`src/rtl/occ_sat_counter.sv`:
```
// Purpose : saturating up-counter with synchronous clear (clear beats increment).
// Latency : count updates on the clock edge that samples inc/clr.
// Backpressure: none; an increment at all-ones is dropped.
// Ports   : clk, rst (sync, active-high), clr, inc, count[WIDTH-1:0].
module occ_sat_counter #(
   parameter int WIDTH = 32
) (
   input  logic             clk,
   input  logic             rst,
   input  logic             clr,
   input  logic             inc,
   output logic [WIDTH-1:0] count
);

   always_ff @(posedge clk) begin
      if (rst) begin
         count <= '0;
      end else if (clr) begin
         count <= '0;
      end else if (inc && (count != '1)) begin
         count <= count + 1'b1;
      end
   end

endmodule

```
`config.mk`:
```
export PLATFORM = sky130hd
export DESIGN_NAME = occ_sat_counter
export DESIGN_NICKNAME = d
export VERILOG_FILES = /design/src/rtl/occ_sat_counter.sv
export SDC_FILE = /design/constraint.sdc
export NUM_CORES = 1
export LEC_CHECK = 0
export ABC_AREA = 1
export ABC_CLOCK_PERIOD_IN_PS = 1900
export CORE_ASPECT_RATIO = 0.6
export CORE_MARGIN = 2
export CORE_UTILIZATION = 53
export CTS_CLUSTER_DIAMETER = 150
export DETAILED_ROUTE_END_ITERATION = 6
export PLACE_DENSITY_LB_ADDON = 0.05
export SLEW_MARGIN = 15
export SYNTH_ARGS = -nofsm -noshare
export SYNTH_HDL_FRONTEND = slang
export SYNTH_SLANG_ARGS = --single-unit
export TNS_END_PERCENT = 5
```
`constraint.sdc`:
```
create_clock -name clk -period 1.9 [get_ports clk]
set_input_delay 0.285 -clock clk [delete_from_list [all_inputs] [get_ports clk]]
set_output_delay 0.285 -clock clk [all_outputs]
set_load 0.01 [all_outputs]
```
Word level (Yosys, flattened, before mapping)
Cells that the tools add are included.
{"block": "word_totals", "register_bits": 32, "latchBits": 0, "mem_bits_rw": 0, "romBits": 0, "in_bits": 4, "out_inout_bits": 32, "word_cells": 5, "memories": 0}
{"block": "classes", "addsub": 1, "mul": 0, "div": 0, "order_cmp": 0, "n_eq_ne": 1, "shift": 0, "mux": 0, "n_bitwise": 0, "n_reduce_logical": 2}
{"op": "$add A32 B1 Y32 const B", "count": 1}
{"op": "$ne A32 B32 Y1 const B", "count": 1}
{"op": "$reduce_or A2 Y1", "count": 1}
{"op": "$logic_and A1 B1 Y1", "count": 1}

Longest topological paths before layout
Gate-level depths: netlist (run 1).
{"block": "logic_depth", "ltp_word": 2, "mapped_depth": 10, "mapped_depth_nobuf": 10}

Worst setup path after synthesis (run 1)
Ideal clock, no wire load.
{"block": "synth_path", "kind": "reg2reg", "start": "register count[1]", "end": "register count[22]", "setup_time_ns": 0.115, "arrival_ns": 1.469, "t_required_ns": 1.785, "setup_slack_ns": 0.316, "path_stages_with_launch": 10, "path_buffers": 1, "period_less_slack_ns": 1.584, "path_cell_list": "dfxtp_1 -> ha_1 -> nand2_2 -> nor2_4 -> nand2_4 -> nor2_4 -> nand3b_4 -> buf_6 -> a21oi_1 -> nor2_1"}
{"block": "synth_via", "elab_chain_len": 2, "word_cells_on_any_way": 3, "classes_between": "add/sub: 1; eq/ne: 1; reduce/logical: 1"}
{"element": "from (decl)", "line": "12", "source": "output logic [WIDTH-1:0] count"}
{"element": "from (signal assigned)", "line": "21", "source": "count <= count + 1'b1;"}
{"element": "branches (longest 2 deep; another with $add A32 B1 Y32)"}
Several ways; the timed one is not identified.
A chain may end at the register's enable or synchronous reset.

Worst setup path in the final report (run 1)
{"block": "layout_path", "start": "register count[13]", "end": "register count[18]"}
Same word-level chain as after synthesis.

==> metrics, run 1 <==
Worst VDD drop=approximately 0.4 mV; area of the mapped netlist=2100 um2; chip height=about 53 um; CP max stage delay=0.48 ns; core region area=3720 um2; PwrDens=roughly 500 nW/um2; gr ovfl total=0; Ports=36; Tmin final=approximately 1.7 ns; Setup Viol. Count Final=0; gpl congestion=between 0.9 and 1; largest net degree at the start of global routing=28; most used cell, CP=nor2_4; post-synth top area share=30.6%; final worst path period share=between 90 and 100%; count of state elements after synthesis=32; area of the die=between 4000 and 5000 um2; max reg flops=32; MaxCap Viol Count=0; root buf cell=clkbuf_8; first-pass GRT wire length=roughly 9.3 mm; P&R area growth vs syn=25.7%; Critical Path RT=approximately 2.1 ns; Avg WL per Cell=roughly 14 um; run status=finished clean; port bufs=35; total power=approximately 1.3 mW; gr usage total=27.9%; Slew @ Worst Pin=0.394 ns; RSZ-0062 raised after global routing=no; top achievable clock speed=slightly below 600 MHz; top flop regs=count (32); Mapped Nets=330; area of the multi-input gates=approximately 1300 um2; Post-CTS Hold Fix Bufs=0; CP endpoint kind=flop; layout cells sized above 1=14.5%; Routed Antenna Nets=0; number of global-route vias before repair=around 1800; Slew Viols, Final=0; drt drc=0; Ant. Diodes=0; crit path cell chain=nand2_2 > nor2_4 > nand2_4 > nor2_4 > nand3b_4 > a21oi_1 > nor2_1; delay-heaviest family, CP=simple AND/OR/NAND/NOR gates; synth top area cells=dfxtp_1 31%, nand2_1 14%, nor2_1 12%, nand3_1 7.4%, a21oi_1 5.0%; worst hold path type=reg -> reg; Die Width=between 80 and 90 um; Fin Setup TNS=0 ns; initial antenna violation count=0; vias per cell=~5.4; Yosys cell types=27; # clock sinks=32; nets=between 300 and 400; cell taking the most area after synthesis=dfxtp_1; Synth Warn #=0; Vias=~2300; Sequential cell area=~640 um2; clk slew on worst S/H paths=~0.070 ns; arrival time worst endpoint=approximately 1.9 ns; mean post-synth cell area=6.45 um2; Cells after Synth=~330; CTS tree=yes; HPWL Detailed=between 4 and 5 mm; Buf/Inv on CP=0; slowest cell on the critical path=dfxtp_1; Worst slew margin=about three quarters; initial core utilization=~56%; Seq/Total Area, Yosys=a little under a third; kind of critical path=reg -> reg; Worst-Skew Late Latency=roughly 0.30 ns; final wirelength=~6.0 mm; largest reg by FF count=count; startpoint types=flop; number of placement rows=17; crit-path max FO=26; DRT Pass-1 Iters=4; Worst Clk Skew=slightly above 0.009 ns; Final Util=70.8%; clk buf depth=2; H-tree lvl count=2; Num CTS Buffers=5; Fillers=around 330; final hold vios=0; initial DRC count=146; leakage=around 0.89 nW
tightest hold or removal path, cell delays in order (launching register included):
cell and delay (ns):
dfxtp_2 0.34, nand2_1 0.06, a21oi_1 0.05
logic make-up after synthesis:
| kind of cell | after synthesis | synth area share, % |
|---|---|---|
| AOI/OAI and AO/OA | 29 | 7.52 |
| and+or+nand+nor | 229 | 52.7 |
| xor gates and xnor gates | 2 | 0.836 |
| buffers and inverters | 32 | 7.76 |
| adders and majority gates | 1 | 0.597 |
| DFF | 32 | 30.6 |
where the power goes:
group / internal, mW / switching, mW
Combinational: 0.0234 / 0.0355
Sequential: 0.672 / 0.00105
Clock: 0.323 / 0.270
Total: 1.02 / 0.306
final cells by class:
| cell class | instances | share of cell area, % |
|---|---|---|
| multi-input cells | 261 | 49.3 |
| flip-flops and latches | 32 | 24.4 |
| repair buffers | 48 | 17.0 |
| clock buffers | 7 | 3.66 |
| inverters | 24 | 3.42 |
| well taps | 47 | 2.23 |
cell usage in the layout (no fill, tap or decap), types with 5 or more instances in the layout:
cell type and n:
nand2_1 79, a21oi_1 21, clkdlybuf4s50_1 35, nor2_4 7, nand2_2 5, inv_1 24, dfxtp_1 31, buf_4 13
nor2_2 8, nand3_1 31, nor2_1 67, nand4_1 14, clkbuf_8 7
stage by stage:
stage	area (um2)	setup slack, ns	cells	hold WS (ns)
detailed placement	2530	0.149	412	0.505
floorplan	2100	0.316	325	0.482
finish	2640	0.186	419	0.493
global placement	2530	0.176	412	0.499
global route	2640	0.0609	419	0.525
CTS	2630	0.152	419	0.519
final timing paths:
kind / startpoint / to / slack (ns) / cells after the start
setup reg to reg: count[13]$_SDFFE_PP0P_ / count[18]$_SDFFE_PP0P_ / 0.19 / 7
hold reg to reg: count[1]$_SDFFE_PP0P_ / count[1]$_SDFFE_PP0P_ / 0.49 / 2
hold / removal: count[1]$_SDFFE_PP0P_ / count[1]$_SDFFE_PP0P_ / 0.49 / 2
setup / recovery: count[13]$_SDFFE_PP0P_ / count[18]$_SDFFE_PP0P_ / 0.19 / 7
Yosys cell counts:
cell and n:
nand4_1 14, nand2_2 6, buf_1 1, nor2_4 7
or2_2 1, nor2_1 67, and2_1 2, inv_1 24
a21oi_1 21, nand3_2 4, ha_1 1, a31oi_1 4
nand2_1 79, nor2_2 8, nand2_4 3, a21oi_2 2
nand3_1 31, nor3_1 4, clkbuf_8 1, nand3b_1 2
xor2_1 1, buf_6 4, buf_2 2, dfxtp_1 32
xnor2_1 1, o21ai_0 2, nand3b_4 1
repair_timing:
| item | 4_1_cts | 5_1_grt |
|---|---|---|
| setup buffers | 0 | 0 |
| gates resized for setup | 0 | 3 |
| setup endpoints to repair | 0 | 6 |
per-layer routing:
metal | GRT usage, % | up-vias | share of wire (%)
met1 | 40.9 | 1021 | 52
li1 | - | 1148 | -
met5 | 0 | - | 0
met2 | 36.2 | 81 | 38
met4 | 7.14 | 0 | 0.97
met3 | 11.8 | 8 | 9.1
Note: power is estimated with default switching activity, not from simulation.
==> inputs of run 2 (changes only) <==
==> constraint.sdc (replaced) <==
create_clock -name clk -period 1.9 [get_ports clk]
set_input_delay 0.38 -clock clk [delete_from_list [all_inputs] [get_ports clk]]
set_output_delay 0.38 -clock clk [all_outputs]
set_load 0.01 [all_outputs]
==> metrics, run 2 (same netlist as run 1, synthesis figures left out) <==
CTS tree=yes; largest net degree at the start of global routing=28; Worst Clk Skew=between 0.003 and 0.004 ns; initial antenna violation count=0; gr ovfl total=0; area of the die=roughly 4500 um2; Critical Path RT=between 2 and 2.5 ns; worst hold path type=reg -> reg; number of placement rows=17; RSZ-0062 raised after global routing=yes; run status=finished clean; P&R area growth vs syn=26.9%; Ant. Diodes=0; vias per cell=approximately 5.4; Vias=between 2000 and 2500; final wirelength=about 6.1 mm; Fillers=346; # clock sinks=32; initial core utilization=between 50 and 60%; max reg flops=32; MaxCap Viol Count=0; Worst-Skew Late Latency=0.28 ns; initial DRC count=between 200 and 250; HPWL Detailed=about 4.8 mm; r2r startpoint=count[1]$_SDFFE_PP0P_; first-pass GRT wire length=9.95 mm; Avg WL per Cell=~14 um; met3 WL post-DR=roughly 650 um; port bufs=35; Setup Viol. Count Final=0; worst reg2reg path endpoint=count[18]$_SDFFE_PP0P_; top flop regs=count (32); clk slew on worst S/H paths=0.07 ns; number of instances in the placed design=roughly 420; largest reg by FF count=count; R2R depth=8; Tmin final=between 1.5 and 2 ns; Post-CTS Hold Fix Bufs=0; Num CTS Buffers=5; Routed Antenna Nets=0; CP max stage delay=0.39 ns; PwrDens=between 400 and 500 nW/um2; root buf cell=clkbuf_8; top achievable clock speed=around 560 MHz; gpl congestion=0.952; Worst VDD drop=0.418 mV; startpoint types=flop; Ports=36; Sequential cell area=approximately 640 um2; most frequent cells in the layout=79 x nand2_1, 67 x nor2_1, 35 x clkdlybuf4s50_1; kind of critical path=reg -> reg; chip height=between 50 and 60 um; commonest non-fill, non-tap cell in the layout=nand2_1; metal2 WL=between 2 and 2.5 mm; slowest cell on the critical path=dfxtp_1; Reg2Reg Setup Slack=approximately 0.13 ns; Fin Setup TNS=0 ns; hold endpoint=count[1]$_SDFFE_PP0P_; layout cells sized above 1=15.1%; nets=382; most used cell, CP=nor2_4; DRT Pass-1 Iters=5; Min-Delay Path Depth=2; met1 wire length=3.11 mm; Die Width=between 80 and 90 um; crit path cell chain=ha_2 > nand2_2 > nor2_4 > nand2_4 > nor2_4 > nand3b_4 > a21oi_1 > nor2_1; Slew Viols, Final=0; H-tree lvl count=2; CP endpoint kind=flop; clk buf depth=2; gr usage total=~29%; arrival time worst endpoint=slightly below 2 ns; Final Util=a little under three quarters; crit-path max FO=26; area of the multi-input gates=between 1000 and 1500 um2; leakage=a little over 0.9 nW; final worst path period share=roughly 93%; max layer used=met4; number of global-route vias before repair=2045; hold_sp=count[1]$_SDFFE_PP0P_; Worst slew margin=78.0%; final hold vios=0; post-route insts no fill=~430; Slew @ Worst Pin=0.330 ns; core region area=between 3000 and 4000 um2; drt drc=0
[run 2: cell types whose count changed in the layout (fill, tap and decap cells not counted)]
| cell | previous run | this run |
|---|---|---|
| buf_4 | 13 | 18 |
| clkbuf_1 | 0 | 2 |
| clkbuf_8 | 7 | 6 |
| dfxtp_1 | 31 | 32 |
| dfxtp_2 | 1 | 0 |
| nand2_2 | 5 | 6 |
| nand2_4 | 4 | 3 |
[run 2: what timing repair did]
action	CTS	global route
gates resized for setup	0	1
buffers inserted	0	0
setup endpoints to repair	0	7
[run 2: how the worst max path moves through the flow]
stage | from | to
3_3_place_gp | inc | count[23]$_SDFFE_PP0P_
2_1_floorplan | count[1]$_SDFFE_PP0P_ | count[22]$_SDFFE_PP0P_
4_1_cts | count[1]$_SDFFE_PP0P_ | count[18]$_SDFFE_PP0P_
6_report | count[1]$_SDFFE_PP0P_ | count[18]$_SDFFE_PP0P_
3_5_place_dp | inc | count[23]$_SDFFE_PP0P_
5_1_grt | count[1]$_SDFFE_PP0P_ | count[26]$_SDFFE_PP0P_
[run 2: power breakdown]
part	leakage [nW]	switching (mW)	total [mW]	internal [mW]
clock	0.0455	0.246	0.541	0.295
combinational	0.606	0.0357	0.0585	0.0228
sequential	0.258	0.00124	0.673	0.672
[run 2: per-stage QoR]
stage / hold slack (ns) / area [um2] / setup WS, ns / total power, mW
after global placement: 0.499 / 2570 / 0.0325 / 0.744
after detailed placement: 0.504 / 2570 / 0.0292 / 0.745
final: 0.514 / 2660 / 0.130 / 1.27
after floorplan: 0.507 / 2100 / 0.316 / 0.724
after CTS: 0.514 / 2660 / 0.135 / 1.28
after global routing: 0.546 / 2660 / -0.00300 / 1.31
[run 2: layout make-up]
| type | instances | share of cell area (%) |
|---|---|---|
| Multi-Input combinational cell | 261 | 48.7 |
| Sequential cell | 32 | 24.1 |
| Inverter | 24 | 3.39 |
| Timing Repair Buffer | 53 | 18.3 |
| Clock buffer | 8 | 3.39 |
| Tap cell | 47 | 2.21 |
[run 2: metal layers]
metal  vias up  track usage [%]
li1       1159                -
met5         -                0
met1      1036             45.3
met3         2             6.61
met4         0             6.61
met2       107             39.5
[run 2: worst max-delay path: cells and delay by family (launching register included)]
kind	cells	cell delay, ns
DFF	1	0.39
adders and majority gates	1	0.22
and+or+nand+nor	6	0.79
AOI/OAI and AO/OA	1	0.26
==> inputs of run 3 (changes only) <==
SLEW_MARGIN = default   (was 15)
==> results of run 3 <==
The final DEF is identical to that of run 2; final timing and power are the same.
